$ cat config.mk
export PLATFORM = sky130hd
export DESIGN_NAME = load_issue_queue
export DESIGN_NICKNAME = d
export VERILOG_FILES = /design/src/rtl/load_issue_queue.sv
export SDC_FILE = /design/constraint.sdc
export NUM_CORES = 1
export LEC_CHECK = 0
export ABC_AREA = 0
export CORE_MARGIN = 5
export CORE_UTILIZATION = 40
export CTS_CLUSTER_SIZE = 25
export DETAILED_ROUTE_END_ITERATION = 10
export PLACE_DENSITY = 0.61
export SLEW_MARGIN = 5
export SYNTH_ARGS = -nofsm -noshare
export SYNTH_HDL_FRONTEND = slang
export SYNTH_SLANG_ARGS = --single-unit
$ cat constraint.sdc
create_clock -name clock -period 21.6 [get_ports clock]
set_input_delay 4.32 -clock clock [delete_from_list [all_inputs] [get_ports clock]]
set_output_delay 4.32 -clock clock [all_outputs]
set_load 0.05 [all_outputs]
$ cat src/rtl/load_issue_queue.sv
// Circular load queue between execute and the dcache port. It issues the oldest
// load whenever the dcache can take one, and a flush discards every entry.
module load_issue_queue #(
  parameter int LQ_DEPTH    = 8,
  parameter int LQ_PTR_BITS = 3
) (
  input  logic                   clock,
  input  logic                   reset,
  input  logic                   ex_ld_valid,
  input  logic [63:0]            ex_ld_addr,
  input  logic [6:0]             ex_ld_pr,
  input  logic [4:0]             ex_ld_ar,
  input  logic                   lsq_load_avail,
  input  logic                   lq_flush,
  output logic                   lsq_rd_mem,
  output logic [63:0]            proc2Dcache_addr,
  output logic [6:0]             lsq_pr,
  output logic [4:0]             lsq_ar,
  output logic                   lq_full,
  output logic [LQ_PTR_BITS:0]   lq_count,
  output logic                   lq_overflow
);

  typedef struct packed {
    logic [63:0] addr;
    logic [6:0]  pr;
    logic [4:0]  ar;
  } lq_entry_t;

  localparam logic [LQ_PTR_BITS:0]   C_DEPTH   = (LQ_PTR_BITS+1)'(LQ_DEPTH);
  localparam logic [LQ_PTR_BITS:0]   C_CNT_ONE = (LQ_PTR_BITS+1)'(1);
  localparam logic [LQ_PTR_BITS-1:0] C_PTR_ONE = LQ_PTR_BITS'(1);

  lq_entry_t              r_mem [LQ_DEPTH];
  logic [LQ_PTR_BITS-1:0] r_head;
  logic [LQ_PTR_BITS-1:0] r_tail;
  logic [LQ_PTR_BITS:0]   r_count;
  logic                   r_overflow;

  logic      w_empty;
  logic      w_full;
  logic      w_push;
  logic      w_pop;
  lq_entry_t w_head;

  assign w_empty = (r_count == '0);
  assign w_full  = (r_count == C_DEPTH);
  assign w_head  = r_mem[r_head];

  // A push is judged against the occupancy before this edge, so a full queue
  // rejects it even when the head pops in the same cycle.
  assign w_push = ex_ld_valid & ~w_full & ~lq_flush;
  assign w_pop  = lsq_rd_mem;

  assign lsq_rd_mem       = ~w_empty & lsq_load_avail & ~lq_flush;
  assign proc2Dcache_addr = w_empty ? '0 : w_head.addr;
  assign lsq_pr           = w_empty ? '0 : w_head.pr;
  assign lsq_ar           = w_empty ? '0 : w_head.ar;
  assign lq_full          = w_full;
  assign lq_count         = r_count;
  assign lq_overflow      = r_overflow;

  // NOTE: non-blocking assignments throughout, so every register samples
  // pre-edge values no matter how the statements are ordered.
  always_ff @(posedge clock or posedge reset) begin
    if (reset) begin
      r_head     <= '0;
      r_tail     <= '0;
      r_count    <= '0;
      r_overflow <= 1'b0;
      // NOTE: the entry storage is reset as well, so a just-reset queue
      // never holds stale loads; this costs flops instead of a RAM macro.
      for (int i = 0; i < LQ_DEPTH; i++) begin
        r_mem[i] <= '0;
      end
    end else begin
      if (ex_ld_valid && w_full) begin
        r_overflow <= 1'b1;
      end
      if (lq_flush) begin
        r_head  <= '0;
        r_tail  <= '0;
        r_count <= '0;
      end else begin
        if (w_push) begin
          r_mem[r_tail] <= '{addr: ex_ld_addr, pr: ex_ld_pr, ar: ex_ld_ar};
          r_tail        <= r_tail + C_PTR_ONE;
        end
        if (w_pop) begin
          r_head <= r_head + C_PTR_ONE;
        end
        case ({w_push, w_pop})
          2'b10:   r_count <= r_count + C_CNT_ONE;
          2'b01:   r_count <= r_count - C_CNT_ONE;
          default: r_count <= r_count;
        endcase
      end
    end
  end

endmodule

==> After elaboration in Yosys (flattened, before gate mapping) <==
Cells that the tools add are included.
{ "word_totals": {"rom_bits": 0, "latchBits": 0, "wordCells": 69, "ramBits": 0, "memories": 0, "out_inout_bits": 83, "in_bits": 81, "reg_bits": 619} }
{ "op_classes": {"n_reduce_logical": 7, "muxes": 15, "eq_ne": 3, "n_div": 0, "shift": 0, "bitwise_logic": 9, "order_cmp": 3, "multipliers": 0, "add_sub_neg": 4} }
{ "ops": {"columns": ["cell", "n"], "rows": [
  ["$bwmux 608", 1],
  ["$bmux 76 s3", 1],
  ["$demux 76 s3", 1],
  ["$mux 76", 3],
  ["$mux 64", 1],
  ["$mux 3", 4],
  ["$ge 4x4->1 const B", 2],
  ["$not 3->4", 2],
  ["$pmux 4 s2", 1],
  ["$mux 7", 1],
  ["$add 3x1->3 const B", 2],
  ["$mux 5", 1],
  ["$add 4x1->4 const B", 1],
  ["$and 1x1->1", 4],
  ["$eq 4x4->1 const B", 1],
  ["$logic_not 4->1", 1],
  ["$lt 4x1->1 const B", 1],
  ["$mux 4", 1],
  ["$reduce_bool 2->1", 2],
  ["$sub 4x1->4 const B", 1],
  ["$not 1->1", 3],
  ["$reduce_bool 3->1", 1],
  ["$eq 2x1->1 const B", 1],
  ["$eq 2x2->1 const B", 1],
  ["other kinds (2)", 3]
]} }

==> Depth between registers and ports, before layout <==
{ "logic_depth": {"depth_word": 7, "mapped_depth": 10, "ltp_nobuf": 9} }

==> Least setup slack after synthesis <==
OpenSTA, ideal clock, no wires.
{ "synth_timing": {"path_kind": "input port to output port", "startpoint": "input lq_flush", "endpoint": "output lsq_rd_mem", "required_ns": 17.280, "slack_ns": 11.913, "arrival_ns": 5.367, "path_stages": 3, "path_cell_list": "clkbuf_1 > clkbuf_1 > nor2_1"} }
{ "synth_between": {"elab_chain_len": 2} }
{ "synth_rtl": {"columns": ["item", "line", "rtl"], "rows": [
  ["start: declaration", "14", "input logic lq_flush,"],
  ["$not 1->1 (no source line)", null, null],
  ["$and 1x1->1", "55", "assign lsq_rd_mem = ~w_empty & lsq_load_avail & ~lq_flush;"],
  ["end: declaration", "15", "output logic lsq_rd_mem,"]
]} }
No other way between the ends.

==> Worst setup path in the final report <==
Ends and elaborated chain as after synthesis.

==> metrics.cfg <==
[run_status]
outcome=complete, no violations

[synth]
seq_area_frac_synth=0.552
synth_area_mm2=0.0280
synth_top_area_frac=0.552
synth_edf_count=0
syn_avg_cell_area_um2=16.3
ys_top_cells_by_area=dfrtp_1 (55%), mux2_2 (23%), mux4_2 (12%), mux2i_1 (2.8%), mux2_4 (2.1%)
synth-main-ff-cell=dfrtp_1
synth_top_cell_by_area=dfrtp_1
synth_cell_types=37
async_reset_ff_frac=1.00
syn-instance-count=1716
syn_nets=1801
yosys_warnings=0
ys_seq_elements=619

[placement]
placed_cell_area_mm2=0.0305
numPortBuffers=163
dpl.hpwl_mm=36.3
gp_congestion=0.718
place_ws_ps=10910

[cells_and_area]
fin_area_mm2=0.0327
final_common_cell=dfrtp_1
area_growth_pct=16.6
drive_gt1_frac=0.473
final_cell_mix=dfrtp_1 (616), mux2_2 (568), clkdlybuf4s50_1 (163), mux4_2 (152), nor2_1 (90)
fillers=5960
nNetsFinal=1943

[pwr]
powerDensity_mw_per_mm2=135
ir_drop_mv=0.0789
p_leak_nw=14.6
fin_total_pwr_w=0.00440

[drt]
top_layer_used=met5
ant_nets=0
via_count=15400
wl_mm=65.8
wl_met2_mm=32.1
met1_length_mm=29.7
drt_iter0_drc=778
dr.pass1.iters=4
drc=0
viasPerCell=5.39
routedWlPerCell_um=23.0
met3_length_mm=2.74

[setup_path]
crit_type=input pin to output port
endpoint_kind=output port
startpoint_type=input pin
crit_fanout=18
critPathRequiredTime_ps=17280
critPathArrivalTime_ps=6420

[floorplan]
die_h_um=275
ios=164
chipWidth_um=275
die-area_mm2=0.0755
core_mm2=0.0698
placementRows=97
initial_core_util=0.402

[global_routing]
overflow=0
grt_pass1_wl_mm=103
grt_pass1_vias=17100
grt_usage=0.176
grt_max_degree=84
grt_antenna_before_repair=7

[sta]
max_freq_ghz=0.0931
fin_ws_ps=10860
skew_ps=21.7
slew_viol_final=0
grt_setup_unrepaired=no
setup_tns_ps=0
period_needed_ps=10740
slew_headroom=0.259
finalSetupViolCount=0
fin_crit_sh=0.497
worst_pin_slew_ps=1110
finalHoldViolations=0

[clock_network]
htree_levels=3
clk_pin_slew_ps=60
hold_buffers=0
cts_resized=0
numCtsBuffers=70
cts_buffer_depth=3
cts_tree=done
cts_setup_buffers=0
clock_sinks=619
cts_root_buffer=clkbuf_16
insertion_delay_ps=600

[flow_run]
max_cap_violations=0

[worst_hold_path]
hp-class=flop to flop

-- sequential cells by signal, indices dropped and copies added, names as in the netlist --
register and cells:
r_mem 608, r_tail 3, lq_count 4, lq_overflow 1, r_head 3
-- critical path: stages --
cell and delay (ps):
clkdlybuf4s50_1 710, nor2_1 470, clkdlybuf4s50_1 900
-- cell type report --
class                   instances  area (um2)  area share
repair buffers                191        1840      0.0563
flip-flops and latches        619       15500       0.474
multi-input cells             972       11900       0.365
diodes                          4        10.0    0.000306
well taps                     940        1180      0.0360
inverters                       4        18.8    0.000574
clock inverters                19         166     0.00509
clock buffers                 107        2050      0.0628
-- metal layers --
| layer | vias up | GRT usage |
|---|---|---|
| li1 | 6687 | - |
| met1 | 8397 | 0.240 |
| met4 | 6 | 0.0495 |
| met5 | - | 0 |
| met2 | 226 | 0.290 |
| met3 | 86 | 0.0344 |
-- logic make-up after synthesis --
kind of cell,Yosys count,synth area share
compound gates,12,0.00330
xor+xnor,8,0.00250
fa+ha+maj,4,0.00178
buf+inv,125,0.0240
flops,619,0.552
mux,838,0.399
simple gates,110,0.0166
-- cell usage after synthesis, types with 2 or more instances --
| master | count |
|---|---|
| dfrtp_1 | 619 |
| mux2_2 | 568 |
| inv_1 | 4 |
| buf_12 | 4 |
| nor2_1 | 90 |
| xnor2_1 | 5 |
| mux2_4 | 40 |
| mux4_2 | 152 |
| nand4_1 | 3 |
| buf_4 | 12 |
| buf_6 | 3 |
| a21o_1 | 3 |
| nand2_1 | 4 |
| mux2i_1 | 78 |
| nand3_1 | 5 |
| clkbuf_1 | 37 |
| a21oi_1 | 2 |
| buf_1 | 15 |
| buf_2 | 49 |
| ha_1 | 4 |
| xor2_1 | 3 |
-- power breakdown --
part	switching [W]	internal [W]	total, W
registers	0.000169	0.00147	0.00164
clock network	0.000470	0.000681	0.00115
logic	0.000889	0.000716	0.00160
-- path summary, 6_finish.rpt --
check	startpoint	end	slack, ps	cells past startpoint
setup / recovery	lq_flush	lsq_rd_mem	10860	3
hold / removal	lq_overflow$_DFFE_PP0P_	lq_overflow$_DFFE_PP0P_	450	1
max in group asynchronous	reset	r_mem[452]$_DFFE_PP0P_	13850	5
min in group asynchronous	reset	r_mem[316]$_DFFE_PP0P_	4280	2
setup reg to reg	lq_count[1]$_DFFE_PP0P_	r_mem[120]$_DFFE_PP0P_	18040	6
hold reg to reg	lq_overflow$_DFFE_PP0P_	lq_overflow$_DFFE_PP0P_	450	1
-- metrics by stage --
stage,cells,hold WS (ps),utilization
final,2856,454,0.469
after global placement,2726,437,0.437
after global routing,2853,481,0.469
after detailed placement,2726,446,0.437
after CTS,2852,459,0.468
after floorplan,1716,474,-
No activity file was read; power rests on OpenSTA's default activity.
